**config.mk**
```make
export PLATFORM = sky130hd
export DESIGN_NAME = jt51_exp_arb_flat
export DESIGN_NICKNAME = d
export VERILOG_FILES = /design/src/rtl/jt51_exp_arb_if.sv /design/src/rtl/jt51_exp_arb.sv /design/src/flat_wrapper.sv
export SDC_FILE = /design/constraint.sdc
export NUM_CORES = 1
export LEC_CHECK = 0
export ABC_AREA = 1
export CORE_UTILIZATION = 40
export DETAILED_ROUTE_END_ITERATION = 8
export HOLD_SLACK_MARGIN = 0.15
export PLACE_DENSITY = 0.91
export SYNTH_ARGS = -nofsm -noshare
export SYNTH_HDL_FRONTEND = slang
export SYNTH_SLANG_ARGS = --single-unit
```
**constraint.sdc**
```tcl
create_clock -name clk -period 1.4 [get_ports clk]
set_input_delay 0.35 -clock clk [delete_from_list [all_inputs] [get_ports clk]]
set_output_delay 0.35 -clock clk [all_outputs]
set_load 0.02 [all_outputs]
```
**src/rtl/jt51_exp_arb_if.sv**
```systemverilog
// Request/response bundle between the exponent-ROM arbiter and its requesters.
interface jt51_exp_arb_if #(
  parameter int unsigned NREQ = 2
);
  logic [NREQ-1:0]   req_valid;
  logic [5*NREQ-1:0] req_addr;
  logic [2*NREQ-1:0] req_bank;
  logic [NREQ-1:0]   req_ready;
  logic              rsp_valid;
  logic [1:0]        rsp_id;
  logic [9:0]        rsp_etf;
  logic [2:0]        rsp_etg;

  modport master (
    output req_valid, req_addr, req_bank,
    input  req_ready, rsp_valid, rsp_id, rsp_etf, rsp_etg
  );

  modport slave (
    input  req_valid, req_addr, req_bank,
    output req_ready, rsp_valid, rsp_id, rsp_etf, rsp_etg
  );
endinterface

```
**src/rtl/jt51_exp_arb.sv**
```systemverilog
// Round-robin arbiter and two-stage sequencer for the shared exponent ROM.
// Define JT51_EXPARB_FIXPRIO_EN for fixed priority (lowest index wins, no rr pointer).
module jt51_exp_arb #(
  parameter int unsigned NREQ = 2
) (
  input  logic           rst,
  input  logic           clk,
  input  logic           cen,
  jt51_exp_arb_if.slave  bus,
  output logic [4:0]     rom_addr,
  output logic [1:0]     rom_bank,
  input  logic [9:0]     rom_etf,
  input  logic [2:0]     rom_etg,
  output logic           busy
);

  logic [1:0] base;
  logic       gnt_found;
  logic [1:0] gnt_idx;
  logic       xfer;
  logic [4:0] sel_addr;
  logic [1:0] sel_bank;
  logic       s1_valid_q;
  logic [1:0] s1_id_q;
  logic       rsp_valid_q;
  logic [1:0] rsp_id_q;
  logic [9:0] rsp_etf_q;
  logic [2:0] rsp_etg_q;

  function automatic logic [1:0] wrap_idx(input logic [1:0] b, input int unsigned k);
    int unsigned s;
    s = {30'd0, b} + k;
    if (s >= NREQ) s = s - NREQ;
    return s[1:0];
  endfunction

  function automatic logic valid_at(input logic [NREQ-1:0] v, input logic [1:0] idx);
    logic r;
    r = 1'b0;
    for (int unsigned i = 0; i < NREQ; i++) begin
      if (idx == 2'(i)) r = v[i];
    end
    return r;
  endfunction

`ifdef JT51_EXPARB_FIXPRIO_EN
  assign base = 2'd0;
`else
  logic [1:0] rr_q, rr_d;

  assign base = rr_q;
  assign rr_d = (gnt_idx == 2'(NREQ - 1)) ? 2'd0 : gnt_idx + 2'd1;

  always_ff @(posedge clk or posedge rst) begin
    if (rst) begin
      rr_q <= 2'd0;
    end else if (xfer) begin
      rr_q <= rr_d;
    end
  end
`endif

  // Walk offsets from the far end so the nearest valid requester is assigned last.
  always_comb begin
    gnt_found = 1'b0;
    gnt_idx   = 2'd0;
    for (int unsigned k = NREQ; k > 0; k--) begin
      if (valid_at(bus.req_valid, wrap_idx(base, k - 1))) begin
        gnt_found = 1'b1;
        gnt_idx   = wrap_idx(base, k - 1);
      end
    end
  end

  assign xfer = cen & gnt_found;

  always_comb begin
    bus.req_ready = '0;
    sel_addr      = 5'd0;
    sel_bank      = 2'd0;
    for (int unsigned i = 0; i < NREQ; i++) begin
      bus.req_ready[i] = xfer && (gnt_idx == 2'(i));
      if (gnt_idx == 2'(i)) begin
        sel_addr = bus.req_addr[5*i +: 5];
        sel_bank = bus.req_bank[2*i +: 2];
      end
    end
  end

  always_ff @(posedge clk or posedge rst) begin
    if (rst) begin
      rom_addr    <= 5'd0;
      rom_bank    <= 2'd0;
      s1_valid_q  <= 1'b0;
      s1_id_q     <= 2'd0;
      rsp_valid_q <= 1'b0;
      rsp_id_q    <= 2'd0;
      rsp_etf_q   <= 10'd0;
      rsp_etg_q   <= 3'd0;
    end else if (cen) begin
      s1_valid_q  <= xfer;
      rsp_valid_q <= s1_valid_q;
      if (xfer) begin
        rom_addr <= sel_addr;
        rom_bank <= sel_bank;
        s1_id_q  <= gnt_idx;
      end
      if (s1_valid_q) begin
        rsp_id_q  <= s1_id_q;
        rsp_etf_q <= rom_etf;
        rsp_etg_q <= rom_etg;
      end
    end
  end

  assign bus.rsp_valid = rsp_valid_q;
  assign bus.rsp_id    = rsp_id_q;
  assign bus.rsp_etf   = rsp_etf_q;
  assign bus.rsp_etg   = rsp_etg_q;
  assign busy          = s1_valid_q | rsp_valid_q;

endmodule

```
**src/flat_wrapper.sv**
```systemverilog
// flat-port wrapper written by rule: the top's interface ports become plain ports
module jt51_exp_arb_flat 
#(
  parameter int unsigned NREQ = 2
)
  (rst, clk, cen, rom_addr, rom_bank, rom_etf, rom_etg, busy, bus_req_valid, bus_req_addr, bus_req_bank, bus_req_ready, bus_rsp_valid, bus_rsp_id, bus_rsp_etf, bus_rsp_etg);
  jt51_exp_arb_if #(.NREQ(NREQ)) bus_i ();
  input  logic rst;
  input  logic clk;
  input  logic cen;
  output logic [4:0] rom_addr;
  output logic [1:0] rom_bank;
  input  logic [9:0] rom_etf;
  input  logic [2:0] rom_etg;
  output logic busy;
  input wire logic [$bits(bus_i.req_valid)-1:0] bus_req_valid;
  input wire logic [$bits(bus_i.req_addr)-1:0] bus_req_addr;
  input wire logic [$bits(bus_i.req_bank)-1:0] bus_req_bank;
  output wire logic [$bits(bus_i.req_ready)-1:0] bus_req_ready;
  output wire logic [$bits(bus_i.rsp_valid)-1:0] bus_rsp_valid;
  output wire logic [$bits(bus_i.rsp_id)-1:0] bus_rsp_id;
  output wire logic [$bits(bus_i.rsp_etf)-1:0] bus_rsp_etf;
  output wire logic [$bits(bus_i.rsp_etg)-1:0] bus_rsp_etg;
  assign bus_i.req_valid = bus_req_valid;
  assign bus_i.req_addr = bus_req_addr;
  assign bus_i.req_bank = bus_req_bank;
  assign bus_req_ready = bus_i.req_ready;
  assign bus_rsp_valid = bus_i.rsp_valid;
  assign bus_rsp_id = bus_i.rsp_id;
  assign bus_rsp_etf = bus_i.rsp_etf;
  assign bus_rsp_etg = bus_i.rsp_etg;
  jt51_exp_arb #(.NREQ(NREQ)) u_core (.rst(rst), .clk(clk), .cen(cen), .bus(bus_i), .rom_addr(rom_addr), .rom_bank(rom_bank), .rom_etf(rom_etf), .rom_etg(rom_etg), .busy(busy));
endmodule
```
After elaboration in Yosys (flattened, before gate mapping)
Cells that the tools add are included.
W data, S select, Z words.
{"block": "totals", "ff_bits": 28, "inputBits": 32, "elab_cells": 42, "output_inout_bits": 26}
{"block": "classes", "order_cmp": 2, "muxes": 15, "n_eq_ne": 3, "reduce_logical": 7, "n_bitwise": 2, "addsub": 4}
{"op": "$mux W2", "count": 7}
{"op": "$mux W5", "count": 2}
{"op": "$eq A2 B1 Y1 const B", "count": 3}
{"op": "$logic_not A2 Y1", "count": 3}
{"op": "$mux W1", "count": 6}
{"op": "$reduce_and A2 Y1", "count": 2}
{"op": "$sub A2 B2 Y2 const B", "count": 2}
{"op": "$add A2 B1 Y3 const B", "count": 1}
{"op": "$ge A3 B2 Y1 const B", "count": 1}
{"op": "$add A2 B1 Y2 const B", "count": 1}
{"op": "$ge A2 B2 Y1 const B", "count": 1}
{"op": "$logic_and A1 B1 Y1", "count": 2}
{"op": "$and A1 B1 Y1", "count": 1}
{"op": "$or A1 B1 Y1", "count": 1}

Depth between registers and ports, before layout
{"block": "depth", "depth_word": 11, "ltp_mapped": 7, "ltp_nobuf": 7}

Worst setup path before layout
Ideal clock, no wire load.
{"block": "synth_path", "path_type": "in2out", "from": "input bus_req_valid[1]", "to": "output bus_req_ready[0]", "t_arrival_ns": 1.084, "t_required_ns": 1.050, "path_buffers": 1, "path_slack_ns": -0.034, "cell_stages": 5, "path_cell_list": "buf_4 -> inv_1 -> a21oi_2 -> nand2_1 -> inv_1"}
{"block": "synth_between", "elab_chain_cells": 5, "word_cells_on_any_way": 9, "cone_classes": "mux: 6; bitwise: 1; reduce/logical: 2"}
{"element": "from (decl)", "line_no": "flat_wrapper.sv:16", "rtl": "input wire logic [$bits(bus_i.req_valid)-1:0] bus_req_valid;"}
{"element": "$mux W1", "line_no": "jt51_exp_arb.sv:41", "rtl": "if (idx == 2'(i)) r = v[i];"}
{"element": "$mux W1 or $mux W2 (tied branches) (2 in a row)", "line_no": "jt51_exp_arb.sv:68", "rtl": "if (valid_at(bus.req_valid, wrap_idx(base, k - 1))) begin"}
{"element": "$and A1 B1 Y1 or $logic_not A2 Y1 (tied branches)", "line_no": "jt51_exp_arb.sv:75, jt51_exp_arb.sv:82"}
{"element": "$logic_and A1 B1 Y1 (*)", "line_no": "jt51_exp_arb.sv:82", "rtl": "bus.req_ready[i] = xfer && (gnt_idx == 2'(i));"}
{"element": "to (decl)", "line_no": "flat_wrapper.sv:19", "rtl": "output wire logic [$bits(bus_i.req_ready)-1:0] bus_req_ready;"}
Every way passes the cells marked *; elsewhere a longest branch is shown, timed or not.

Worst setup path in the final report
{"block": "layout_path", "from": "register u_core.rr_q[0] (netlist: u_core.base[0])", "to": "output bus_req_ready[0]"}
{"block": "layout_between", "elab_chain_cells": 10, "word_cells_on_any_way": 22, "cone_classes": "add/sub: 3; order compare: 2; eq/ne: 2; mux: 10; bitwise: 1; reduce/logical: 4"}
{"element": "from (decl)", "line_no": "jt51_exp_arb.sv:49", "rtl": "logic [1:0] rr_q, rr_d;"}
{"element": "from (signal assigned)", "line_no": "jt51_exp_arb.sv:58", "rtl": "rr_q <= rr_d;"}
{"element": "$add A2 B1 Y3", "line_no": "jt51_exp_arb.sv:32", "rtl": "s = {30'd0, b} + k;"}
{"element": "$ge A3 B2 Y1 or $sub A2 B2 Y2 (tied branches)", "line_no": "jt51_exp_arb.sv:33", "rtl": "if (s >= NREQ) s = s - NREQ;"}
{"element": "$mux W2", "line_no": "jt51_exp_arb.sv:33"}
{"element": "$logic_not A2 Y1", "line_no": "jt51_exp_arb.sv:41"}
{"element": "$mux W1 (2 in a row)", "line_no": "jt51_exp_arb.sv:41"}
{"element": "$mux W1 or $mux W2 (tied branches) (2 in a row)", "line_no": "jt51_exp_arb.sv:68"}
{"element": "$and A1 B1 Y1 or $logic_not A2 Y1 (tied branches)", "line_no": "jt51_exp_arb.sv:75, jt51_exp_arb.sv:82"}
{"element": "$logic_and A1 B1 Y1 (*)", "line_no": "jt51_exp_arb.sv:82"}
Marked as above.

==> results.toml <==
[worst_setup_path]
required_ns = 1.05
crit_path_end_kind = "output pin"
crit_buf_inv = 2
path_delay_family = "flip-flops"
cpMostUsedCell = "nand2_2"
cp_data_arrival_time_ns = 1.33
crit_path_start_kind = "flip-flop"
cp_slowest_cell = "dfrtp_1"
max_stage_delay_ns = 0.46
worst-setup-path-type = "flip-flop to output pin"
cp_max_fo = 3
crit_chain = "nand2_2, nand2_2, a21oi_4, nand2_2, inv_2, buf_6"

[placed_design]
dp_cells = 212
place_ws_ns = -0.810
dp_hpwl_um = 2150
place_area_um2 = 1880
place.gp.congestion = 0.784
numPortBuffers = 57

[timing]
fin_worst_skew_ns = 0.00410
slew_viol_final = 0
hold_viol_final = 0
fin_setup_tns_ns = -0.495
fmax_mhz = 594
period_share_pct = 120
worstMarginPinSlew_ns = 0.319
timing.final.ws_setup_ns = -0.283
grt_setup_unrepaired = "true"
final-setup-viol-count = 2
worst_slew_margin_rel_pct = 78.7
period_minus_slack_ns = 1.68

[die]
row_count = 19
core-area_um2 = 2810
die-area_um2 = 3240
initial_core_util_pct = 43.0
die_x_um = 56.9
die_h_um = 56.9
ios = 58

[power]
power.switching_w = 0.000658
power-per-cell-area_nw_per_um2 = 1130
p_int_w = 0.00142
worst_ir_drop_vdd_mv = 0.602
pwr-share-seq_pct = 48.4
power_frac_comb_pct = 33.1
clkPwrFrac_pct = 18.4
p_sw_share_pct = 31.7
power.leakage_nw = 0.973

[global_route]
grt_max_degree = 29
grtUsageMet3_pct = 4.84
grt_first_pass_wirelength_um = 4830
gr-usage-met2_pct = 32.9
grt_pass1_vias = 1074
grt_antenna_before_repair = 0
busiest_layer = "met2"
track_usage_pct = 19.3
gr-total-overflow = 0
grt_use_met1_pct = 23.7

[cells_and_area]
drive_above_1_share_pct = 37.2
filler_cell_count = 242
final_common_cell = "nand2_1"
multi_input_area_um2 = 470
areaGrowthSynthToFinish_pct = 52.5
nets = 221
finalNonFillerCells = 219
final_area_um2 = 1840
regArea_um2 = 701
insertedDiodeCount = 0
mostFrequentLayoutCells = "42 x nand2_1, 29 x clkdlybuf4s50_1, 28 x dfrtp_1"

[min_path]
hold_path.class = "primary input to asynchronous set/reset pin"

[yosys]
avgSynthCellArea_um2 = 10.2
seq_area_frac_synth_pct = 58.1
synth_warnings = 0
ys_seq_elements = 28
syn_nets = 150
synth_cell_type_count = 12
syn-instance-count = 118
syn_area_um2 = 1210

[drt]
dr.pass1.iters = 6
drc_errors = 8
wl_per_cell_um = 13.1
antenna_left = 0
via_count = 1071
detail_route.iter0.violations = 26
finalWirelength_um = 2860
vias_per_cell = 4.89

[clock_network]
cts_root_buffer = "clkbuf_4"
cts_tree = "yes"
clk_latency_ns = 0.32
path_clk_slew_ns = 0.14
cts.sinks = 28
cts_hold_buffers = 0
cts_inserted_buffers = 3
htreeDepth = 1
clock_tree.buffer_depth = 2

[outcome]
status = "complete, but fails checks"
violations = "DRC, setup timing"

[job]
drv_cap = 0
[Yosys cell counts]
library cell,count,area [um^2]
mux2_4,7,105
nand3_1,7,35.0
buf_6,1,11.3
buf_4,1,7.51
o21ai_0,3,15.0
nand2_1,49,184
dfrtp_1,28,701
nand2_4,1,11.3
a21oi_2,1,8.76
inv_1,11,41.3
mux2_2,7,78.8
nor2_1,2,7.51
[worst register-to-register path, stage by stage, from the launching register on]
cell and delay [ns]:
dfrtp_1 0.42, buf_4 0.15, nand2_4 0.22, mux2_2 0.38
[timing repair]
item                       4_1_cts  5_1_grt
setup endpoints to repair       26       26
pin swaps                        1        2
buffers inserted                 2        1
resized for setup               61       41
[layout make-up]
| class | count | area share, % |
|---|---|---|
| clock buffers | 4 | 1.97 |
| well taps | 31 | 2.11 |
| flip-flops and latches | 28 | 38.1 |
| multi-input cells | 77 | 25.6 |
| repair buffers | 68 | 30.0 |
| inverters | 11 | 2.24 |
[power by group through the flow]
stage	Combinational, W	Clock (W)	Sequential, W
final	0.000688	0.000382	0.00101
after global routing	0.000739	0.000432	0.00102
after CTS	0.000727	0.000399	0.00100
after detailed placement	0.000786	0	0.00102
after global placement	0.000766	0	0.00101
after floorplan	0.000234	0	0.00115
[final timing paths]
kind | startpoint | endpoint | slack [ns] | depth (start not counted)
max in group asynchronous | rst | u_core.bus.rsp_etg[2] | 0.90 | 3
max reg2reg | u_core.s1_valid_q | u_core.bus.rsp_etg[2] | 0.14 | 3
max | u_core.base[0] | bus_req_ready[0] | -0.28 | 6
min reg2reg | u_core.s1_id_q[0] | u_core.s1_id_q[0] | 0.50 | 2
min | rst | u_core.bus.rsp_etf[8] | 0.35 | 3
min in group clk | u_core.s1_id_q[0] | u_core.s1_id_q[0] | 0.50 | 2
[metrics by stage]
step,util [%],hold slack (ns),power [W]
floorplan,-,0.415,0.00139
global placement,66.9,0.456,0.00177
detailed placement,66.9,0.465,0.00180
CTS,68.4,0.347,0.00213
global route,65.6,0.364,0.00219
finish,65.6,0.352,0.00207
[sequential cells by signal, summed over array words and instances (netlist names)]
register              cells
u_core.bus.rsp_etf       10
u_core.bus.rsp_etg        3
u_core.s1_valid_q         1
u_core.bus.rsp_id         2
u_core.rom_bank           2
u_core.rom_addr           5
u_core.base               2
u_core.bus.rsp_valid      1
u_core.s1_id_q            2
[logic make-up (layout without fill, tap and decap cells)]
group,after synthesis,in the layout,synth area share [%]
AND/OR/NAND/NOR,59,59,19.7
flip-flops,28,28,58.1
multiplexers,14,14,15.2
buffers and inverters,13,83,4.98
AO/OA/AOI/OAI,4,4,1.97
[layer usage]
metal / vias up / part of all wire (%)
li1: 508 / -
met1: 511 / 41
met2: 46 / 50
met3: 6 / 7.4
met4: 0 / 1.2
met5: - / 0
No activity file was read; power rests on OpenSTA's default activity.
